--- src/rtl/var1_sweep.sv ---
// Truth-table sweeper: drives vectors 0..31 into a 5-input function stage,
// samples each result after SETTLE cycles and grades it against EXPECTED.
// Ports: clk, rst_n (sync, active-low), start, dut_out -> dut_in, busy,
//   done, result_table (bit i = sample for vector i), mismatch_cnt, pass.
module var1_sweep #(
  parameter int unsigned SETTLE   = 2,
  parameter logic [31:0] EXPECTED = 32'hF1F1F10E
) (
  input  logic        clk,
  input  logic        rst_n,
  input  logic        start,
  input  logic        dut_out,
  output logic [4:0]  dut_in,
  output logic        busy,
  output logic        done,
  output logic [31:0] result_table,
  output logic [5:0]  mismatch_cnt,
  output logic        pass
);

  localparam logic [1:0] S_IDLE = 2'd0;
  localparam logic [1:0] S_RUN  = 2'd1;
  localparam logic [1:0] S_DONE = 2'd2;

  localparam logic [3:0] LAST = 4'(SETTLE - 1);

  logic [1:0]  state_q, state_d;
  logic [3:0]  cnt_q, cnt_d;
  logic [4:0]  in_q, in_d;
  logic [31:0] tbl_q, tbl_d;
  logic [5:0]  mis_q, mis_d;
  logic        pass_q, pass_d;

  always_comb begin
    state_d = state_q;
    cnt_d   = cnt_q;
    in_d    = in_q;
    tbl_d   = tbl_q;
    mis_d   = mis_q;
    pass_d  = pass_q;
    case (state_q)
      S_IDLE: begin
        if (start) begin
          state_d = S_RUN;
          cnt_d   = '0;
          in_d    = '0;
          tbl_d   = '0;
          mis_d   = '0;
          pass_d  = 1'b0;
        end
      end
      S_RUN: begin
        if (cnt_q == LAST) begin
          cnt_d        = '0;
          tbl_d[in_q]  = dut_out;
          if (dut_out != EXPECTED[in_q])
            mis_d = mis_q + 6'd1;
          // Vector 31 is terminal: hold it rather than wrap.
          if (in_q == 5'd31)
            state_d = S_DONE;
          else
            in_d = in_q + 5'd1;
        end else begin
          cnt_d = cnt_q + 4'd1;
        end
      end
      S_DONE: begin
        pass_d  = (mis_q == 6'd0);
        state_d = S_IDLE;
      end
      default: state_d = S_IDLE;
    endcase
  end

  always_ff @(posedge clk) begin
    if (!rst_n) begin
      state_q <= S_IDLE;
      cnt_q   <= '0;
      in_q    <= '0;
      tbl_q   <= '0;
      mis_q   <= '0;
      pass_q  <= 1'b0;
    end else begin
      state_q <= state_d;
      cnt_q   <= cnt_d;
      in_q    <= in_d;
      tbl_q   <= tbl_d;
      mis_q   <= mis_d;
      pass_q  <= pass_d;
    end
  end

  assign dut_in       = in_q;
  assign busy         = (state_q == S_RUN);
  assign done         = (state_q == S_DONE);
  assign result_table = tbl_q;
  assign mismatch_cnt = mis_q;
  assign pass         = pass_q;

endmodule

--- config.mk ---
export PLATFORM = sky130hd
export DESIGN_NAME = var1_sweep
export DESIGN_NICKNAME = d
export VERILOG_FILES = /design/src/rtl/var1_sweep.sv
export SDC_FILE = /design/constraint.sdc
export NUM_CORES = 1
export LEC_CHECK = 0
export CAP_MARGIN = 20
export CORE_MARGIN = 1
export CORE_UTILIZATION = 35
export CTS_CLUSTER_SIZE = 14
export DETAILED_ROUTE_END_ITERATION = 16
export HOLD_SLACK_MARGIN = 0.05
export PLACE_DENSITY = 0.72
export RECOVER_POWER = 50
export SLEW_MARGIN = 10
export SYNTH_ARGS = -nofsm -noshare
export SYNTH_HDL_FRONTEND = slang
export SYNTH_SLANG_ARGS = --single-unit
--- constraint.sdc ---
create_clock -name clk -period 1.9 [get_ports clk]
set_input_delay 0.38 -clock clk [delete_from_list [all_inputs] [get_ports clk]]
set_output_delay 0.38 -clock clk [all_outputs]
set_load 0.05 [all_outputs]
## Word-level counts from Yosys, hierarchy flattened

Memory sizes are Yosys's and may differ from the RTL's. A register that Yosys moved wholly into a read port is not among the register bits.
Index checks and enable logic that the tools add are counted.

| storage, ports and cells | value |
|---|---|
| flip-flop bits (word level) | 50 |
| bits in read-only memories | 32 |
| bits of input ports | 4 |
| word-level logic and storage cells | 59 |
| memories kept | 1 |

Memories:

| name | depth | bits a word | read ports | clocked after memory_dff | write ports | line | source |
|---|---|---|---|---|---|---|---|
| (name not given) | 32 | 1 | 1 | 1 | 0 | 56 | `if (dut_out != EXPECTED[in_q])` |

| cells by class | value |
|---|---|
| $add $sub $neg | 3 |
| order comparisons | 2 |
| eq/ne operators | 10 |
| muxes and demuxes | 26 |
| reduce and logical (&&, ||, !) cells | 11 |

Operator list:

| cell | count |
|---|---|
| $mux W32 | 2 |
| $pmux W32 S2 | 1 |
| $bwmux W32 | 1 |
| $mux W5 | 5 |
| $mux W6 | 3 |
| $pmux W6 S2 | 1 |
| $pmux W5 S2 | 1 |
| $mux W4 | 2 |
| $pmux W4 S2 | 1 |
| $reduce_and A4 Y1 | 2 |
| $add A6 B1 Y6 const B | 1 |
| $logic_not A6 Y1 | 1 |
| $lt A5 B6 Y1 const B | 1 |
| $mux W2 | 3 |
| $ne A2 B1 Y1 const B | 3 |
| $reduce_and A3 Y1 | 2 |
| $add A5 B1 Y5 const B | 1 |
| $demux W1 S5 | 1 |
| $eq A5 B5 Y1 const B | 1 |
| $ge A5 B1 Y1 const B | 1 |
| $add A4 B1 Y4 const B | 1 |
| $eq A4 B1 Y1 const B | 1 |
| $ne A2 B2 Y1 const B | 2 |
| $pmux W2 S2 | 1 |
| other kinds (9) | 13 |

## Depth between registers and ports, before layout

Gate-level depths: netlist of run 1.

| logic depth | value |
|---|---|
| depth after elaboration | 7 |
| mapped depth | 9 |

## Worst setup path before layout of run 1

No wires, ideal clock.

| timing path | value |
|---|---|
| kind | register -> register |
| start | reg in_q[2] (netlist: dut_in[2]) |
| end | reg with a tool-made name |
| library setup time | 125 ps |
| data arrival time | 2,236 ps |
| data required time | 1,775 ps |
| slack | -461 ps |
| stages on the path, launching flop included | 9 |
| path buffers | 2 |
| path through | dfxtp_1 -> clkbuf_1 -> clkbuf_1 -> and3_1 -> ha_1 -> nor3_2 -> a21o_1 -> a211oi_1 -> xnor2_1 |

RTL lines:

| element | line | source |
|---|---|---|
| start: declaration | 29 | `logic [4:0] in_q, in_d;` |
| start signal: assignment | 86 | `in_q <= in_d;` |

==> results of run 1 <==
## worst register-to-register path: cells and delay by family, from the launching register on
family	cells	cell delay, ns
AO/OA/AOI/OAI	2	0.22
XOR/XNOR	1	0.13
adder cells (fa/ha/maj)	2	0.36
flip-flops	1	0.36
AND/OR/NAND/NOR	3	0.73
## logic make-up after synthesis
group | count (synthesis) | synth area share, %
buf+inv | 37 | 5.72
compound gates | 124 | 28.4
mux | 1 | 0.381
fa+ha+maj | 9 | 4.29
flops | 51 | 38.9
xor+xnor | 6 | 2.00
simple gates | 101 | 20.3
## path summary, 6_finish.rpt
path              slack [ns]                           end                         start
hold / removal          0.49  result_table[0]$_SDFFE_PN0P_  result_table[0]$_SDFFE_PN0P_
hold reg to reg         0.49  result_table[0]$_SDFFE_PN0P_  result_table[0]$_SDFFE_PN0P_
setup / recovery      -0.005                     flip-flop        dut_in[0]$_SDFFE_PN0N_
setup reg to reg      -0.005                     flip-flop        dut_in[0]$_SDFFE_PN0N_
## routing by layer
| layer | share of wire [%] | GRT usage, % |
|---|---|---|
| met4 | 1.3 | 5.87 |
| met1 | 47 | 25.3 |
| met2 | 48 | 29.9 |
| met3 | 3.7 | 2.71 |
| met5 | 0 | 0 |
## timing repair
item	in CTS	in global routing
resized for setup	1	10
endpoints found under the setup margin	1	30
buffers inserted	0	0
pin swaps	0	0
## cells in the final DEF, fill, tap and decap left out, types with 3 or more instances in the layout
master           instances
a21oi_1                 29
buf_4                   43
and2_1                   8
a21boi_0                32
nor2b_1                 12
nor3_1                   4
dlymetal6s2s_1           5
xnor2_1                  5
a21boi_1                 3
dfxtp_1                 47
clkbuf_1                 8
nor2_1                   9
nand2_1                 39
a31oi_1                 10
ha_1                     7
nand3_1                  7
buf_12                   3
clkdlybuf4s50_1         24
o21ai_0                 40
clkbuf_8                 6
inv_1                    5
nand4b_1                 3
## power groups by stage
stage          clock network (mW)  logic (mW)  registers, mW
6_report                    0.675       0.230           1.08
5_1_grt                     0.725       0.252           1.08
4_1_cts                     0.692       0.226           1.08
3_5_place_dp                    0       0.224           1.10
3_3_place_gp                    0       0.219           1.10
2_1_floorplan                   0       0.130           1.11
## stage by stage
stage / setup TNS, ns / utilization (%)
finish: -0.00525 / 48.1
global placement: -0.103 / 46.8
global route: -0.0968 / 48.1
floorplan: -0.0891 / -
detailed placement: -0.473 / 46.8
CTS: -0.00947 / 48.2
## flip-flops by register name (all words and copies together), names as in the netlist, named ones only
register / cells
cnt_q: 4
dut_in: 5
mismatch_cnt: 6
pass: 1
result_table: 32
state_q: 2
## layout make-up
type | count | area [sq um]
Clock buffer | 6 | 82.6
Clock inverter | 2 | 15.0
Fill cell | 686 | 3760
Inverter | 6 | 23.8
Multi-Input combinational cell | 241 | 1500
Sequential cell | 51 | 1030
Tap cell | 99 | 124
Timing Repair Buffer | 83 | 716
==> impl_metrics.ini, run 1 <==
[synthesis]
synth-edff-count = 0
yosys.area.top_type = dfxtp_1
synthFlopType = dfxtp_1
synth_commonest_cells = dfxtp_1 (51), o21ai_0 (41), nand2_1 (39), a21boi_0 (33), a21oi_1 (29)
ys_async_sr_fraction_pct = 0
syn-instance-count = 329
synth.avg_cell_area_sq_um = 7.98
yosys_warnings = 0
syn_nets = 342
yosysSeqAreaShare_pct = 38.9
netlist_top_cells_area = dfxtp_1 (39%), a21boi_0 (9.4%), o21ai_0 (7.8%), nand2_1 (5.6%), a21oi_1 (5.5%)
syn_area_sq_um = 2630
ys_seq_elements = 51
yosysMostFrequentCell = dfxtp_1
yosysUniqueCellTypes = 42
synth_top_area_share_pct = 38.9

[critical_path]
crit_chain = ha_2 > and3_4 > ha_4 > nand2b_4 > or4_4 > a21oi_2 > a211oi_1 > xnor2_1
crit_fanout = 4
arrival_ns = 2.11
critPathMaxStageDelay_ns = 0.41
cpMaxStageDelayCell = or4_4
crit_required_ns = 2.10
end_kind = flip-flop
path_buf_inv = 0
reg2regPathDepth = 8
critPathLaunchType = flip-flop
path_depth = 8
path_class = reg -> reg
path_delay_family = simple AND/OR/NAND/NOR gates

[global_routing]
antenna_found_initial = 0
grt.overflow.total = 0
grt_pass1_vias = 2320
grt.total_usage_pct = 18.5
grt_pass1_wl_mm = 11.2
grt_max_degree = 33

[routing]
route.detailed.drc = 0
routed_wl_mm = 7.08
vias_per_cell = 5.16
first_iter_violations = 179
ant_nets = 0
vias = 2520
wl_per_cell_um = 14.5
drt-pass1-iter-count = 4

[clocking]
clock_path_buffers = 2
htreeDepth = 2
clk_pin_slew_worst_paths_ns = 0.09
cts_root_buf = clkbuf_8
cts_buffers = 5
clock-sinks = 51
tritoncts = yes
clock_latency_ns = 0.32
cts_hold_buf = 0

[layout]
antenna-diode-count = 0
final_area_sq_um = 3490
areaGrowthSynthToFinish_pct = 32.9
drive_above_1_share_pct = 18.0
stdcell_count = 488
nNetsFinal = 401

[floorplanning]
die_h_um = 88.6
fp.dieArea_sq_um = 7850
num_rows = 31
pin_count = 50
coreArea_sq_um = 7250
die_width_um = 88.6
initial_utilization_pct = 36.2

[power_and_ir_drop]
pwr-share-clk_pct = 34.0
ir_drop_mv = 0.338
switching_power_mw = 0.519
swShare_pct = 26.2
intPower_mw = 1.46
pwr-share-comb_pct = 11.6
powerDensity_nw_per_um2 = 568
seq_power_share_pct = 54.4
power_leakage_nw = 1.34
p_total_mw = 1.98

[place]
post-place-ws_ns = -0.145
placed_area_sq_um = 3390
io_buffers = 49
dp_cells = 480
dp_hpwl_mm = 4.95
gp_congestion = 0.789

[sta]
rsz0062_at_grt = true
period_minus_slack_ns = 1.91
setup_slack_ns = -0.00525
maxSlewHeadroom_pct = 55.3
timing.final.crit_share_pct = 100
fin_skew_ns = 0.0158
setup_violations = 1
finalHoldViolations = 0
max_freq_mhz = 525
whs_ns = 0.485
slew_violations = 0
tightest_slew_ns = 0.669

[worst_hold_path]
hold_depth = 2
hold_path_class = reg -> reg

[outcome]
violations = negative setup slack
status = finished, violations left

[job]
cap_viol_max_count = 0
Power figures use the tool's default switching activity.
==> inputs of run 2 (changes only) <==
--- a/config.mk
+++ b/config.mk
@@ -5,9 +5,10 @@
 export SDC_FILE = /design/constraint.sdc
 export NUM_CORES = 1
 export LEC_CHECK = 0
-export CAP_MARGIN = 20
+export CAP_MARGIN = 5
 export CORE_MARGIN = 1
 export CORE_UTILIZATION = 35
+export CTS_BUF_LIST = sky130_fd_sc_hd__clkbuf_2
 export CTS_CLUSTER_SIZE = 14
 export DETAILED_ROUTE_END_ITERATION = 16
 export HOLD_SLACK_MARGIN = 0.05
==> impl_metrics.ini, run 2 (synthesized netlist as in run 1, its figures left out) <==
[floorplanning]
initial_utilization_pct = 36.2
coreArea_sq_um = 7250
num_rows = 31
die_width_um = 88.6
die_h_um = 88.6
pin_count = 50
fp.dieArea_sq_um = 7850

[power_and_ir_drop]
powerDensity_nw_per_um2 = 525
pwr-share-comb_pct = 12.8
switching_power_mw = 0.511
pwr-share-clk_pct = 25.9
intPower_mw = 1.26
p_total_mw = 1.77
power_leakage_nw = 1.36
ir_drop_mv = 0.242
seq_power_share_pct = 61.3
swShare_pct = 28.9

[sta]
rsz0062_at_grt = true
setup_violations = 1
period_minus_slack_ns = 1.93
tightest_slew_ns = 0.663
fin_skew_ns = 0.0272
max_freq_mhz = 518
setup_slack_ns = -0.0298
timing.final.crit_share_pct = 102
maxSlewHeadroom_pct = 55.7
slew_violations = 0
finalHoldViolations = 0

[critical_path]
crit_chain = ha_2 > and3_4 > ha_4 > nand2b_4 > or4_4 > a21oi_2 > a211oi_1 > xnor2_1
end_kind = flip-flop
critPathMaxStageDelay_ns = 0.41
crit_fanout = 4
path_delay_family = simple AND/OR/NAND/NOR gates
crit_required_ns = 2.28
path_class = reg -> reg
cpMaxStageDelayCell = or4_4
critPathLaunchType = flip-flop
path_buf_inv = 0
arrival_ns = 2.31

[routing]
wl_per_cell_um = 14.3
wl_met2_mm = 3.39
vias_per_cell = 5.21
met1_length_mm = 3.28
routed_wl_mm = 7.00
vias = 2544
top_layer = met4
route.detailed.drc = 0
first_iter_violations = 162
wl_met3_um = 230
drt-pass1-iter-count = 4
ant_nets = 0

[layout]
drive_above_1_share_pct = 18.8
final_cell_mix = dfxtp_1 (47), o21ai_0 (40), nand2_1 (39)
antenna-diode-count = 0
areaGrowthSynthToFinish_pct = 28.2
multi_input_comb_area_sq_um = 1500
nNetsFinal = 401
fillers = 725
ff_latch_area_sq_um = 1030
largest_reg_flops = 32
layout_commonest_cell = dfxtp_1
final_area_sq_um = 3370

[clocking]
clock-sinks = 51
cts_setup_buffers = 0
cts_buffers = 5
cts_root_buf = clkbuf_2
clk_pin_slew_worst_paths_ns = 0.26
clock_path_buffers = 2
tritoncts = yes
cts_hold_buf = 0
clock_latency_ns = 0.47
htreeDepth = 2

[global_routing]
grt.total_usage_pct = 18.4
grt_pass1_wl_mm = 11.2
grt.overflow.total = 0
grt_pass1_vias = 2325
grt_max_degree = 33
antenna_found_initial = 0

[place]
dp_hpwl_mm = 4.95
placed_area_sq_um = 3390
io_buffers = 49
gp_congestion = 0.789

[worst_hold_path]
hold_path_class = reg -> reg

[outcome]
violations = negative setup slack
status = finished, violations left

[job]
cap_viol_max_count = 0
[run 2: cell types whose count changed in the layout (fill, tap and decap cells not counted), moves of 3 or more]
cell / delta
dlymetal6s2s_1: -5
clkbuf_1: -3
clkbuf_8: -6
buf_4: -12
clkbuf_2: +19
clkdlybuf4s50_1: -21
dlygate4sd2_1: +26
[run 2: final timing paths]
path,startpoint,end,slack (ns),cells after the start
worst min register to register,result_table[0]$_SDFFE_PN0P_,result_table[0]$_SDFFE_PN0P_,0.50,2
worst max-delay path,dut_in[0]$_SDFFE_PN0N_,flip-flop,-0.03,8
worst min-delay path,result_table[0]$_SDFFE_PN0P_,result_table[0]$_SDFFE_PN0P_,0.50,2
worst max register to register,dut_in[0]$_SDFFE_PN0N_,flip-flop,-0.03,8
[run 2: timing repair]
item                                    CTS  global route
pin swaps                                 0             0
resized for setup                        28             6
hold endpoints to repair                  0             0
endpoints found under the setup margin   28            22
[run 2: layout make-up]
| type | count | share of cell area (%) |
|---|---|---|
| flip-flops and latches | 51 | 30.6 |
| clock inverters | 3 | 0.558 |
| multi-input cells | 241 | 44.5 |
| clock buffers | 5 | 0.743 |
| inverters | 6 | 0.706 |
| well taps | 99 | 3.68 |
| repair buffers | 83 | 19.2 |
[run 2: power by group through the flow]
stage / combinational, mW / clock (mW) / sequential (mW)
after floorplan: 0.130 / 0 / 1.11
after CTS: 0.227 / 0.469 / 1.08
after global routing: 0.248 / 0.500 / 1.09
final: 0.226 / 0.458 / 1.08
after global placement: 0.219 / 0 / 1.10
after detailed placement: 0.224 / 0 / 1.10
[run 2: per-layer routing]
layer  vias up  global-route usage, %
met3         7                   2.15
li1       1262                      -
met2        56                   30.2
met4         0                   7.04
met1      1219                   24.9
met5         -                      0
[run 2: tightest hold or removal path, stage by stage, from the launching register on]
cell      delay (ns)
dfxtp_1         0.37
o21ai_0         0.07
a21boi_1        0.06
[run 2: per-stage QoR]
step	hold WS, ns	utilization [%]	setup WS [ns]	TNS, ns	instances
after global placement	0.462	46.8	-0.0581	-0.103	480
after floorplan	0.533	-	-0.0891	-0.0891	329
final	0.498	46.4	-0.0298	-0.0298	488
after detailed placement	0.477	46.8	-0.145	-0.473	480
after global routing	0.525	46.4	-0.0604	-0.176	488
after CTS	0.503	47.0	-0.0235	-0.0235	488
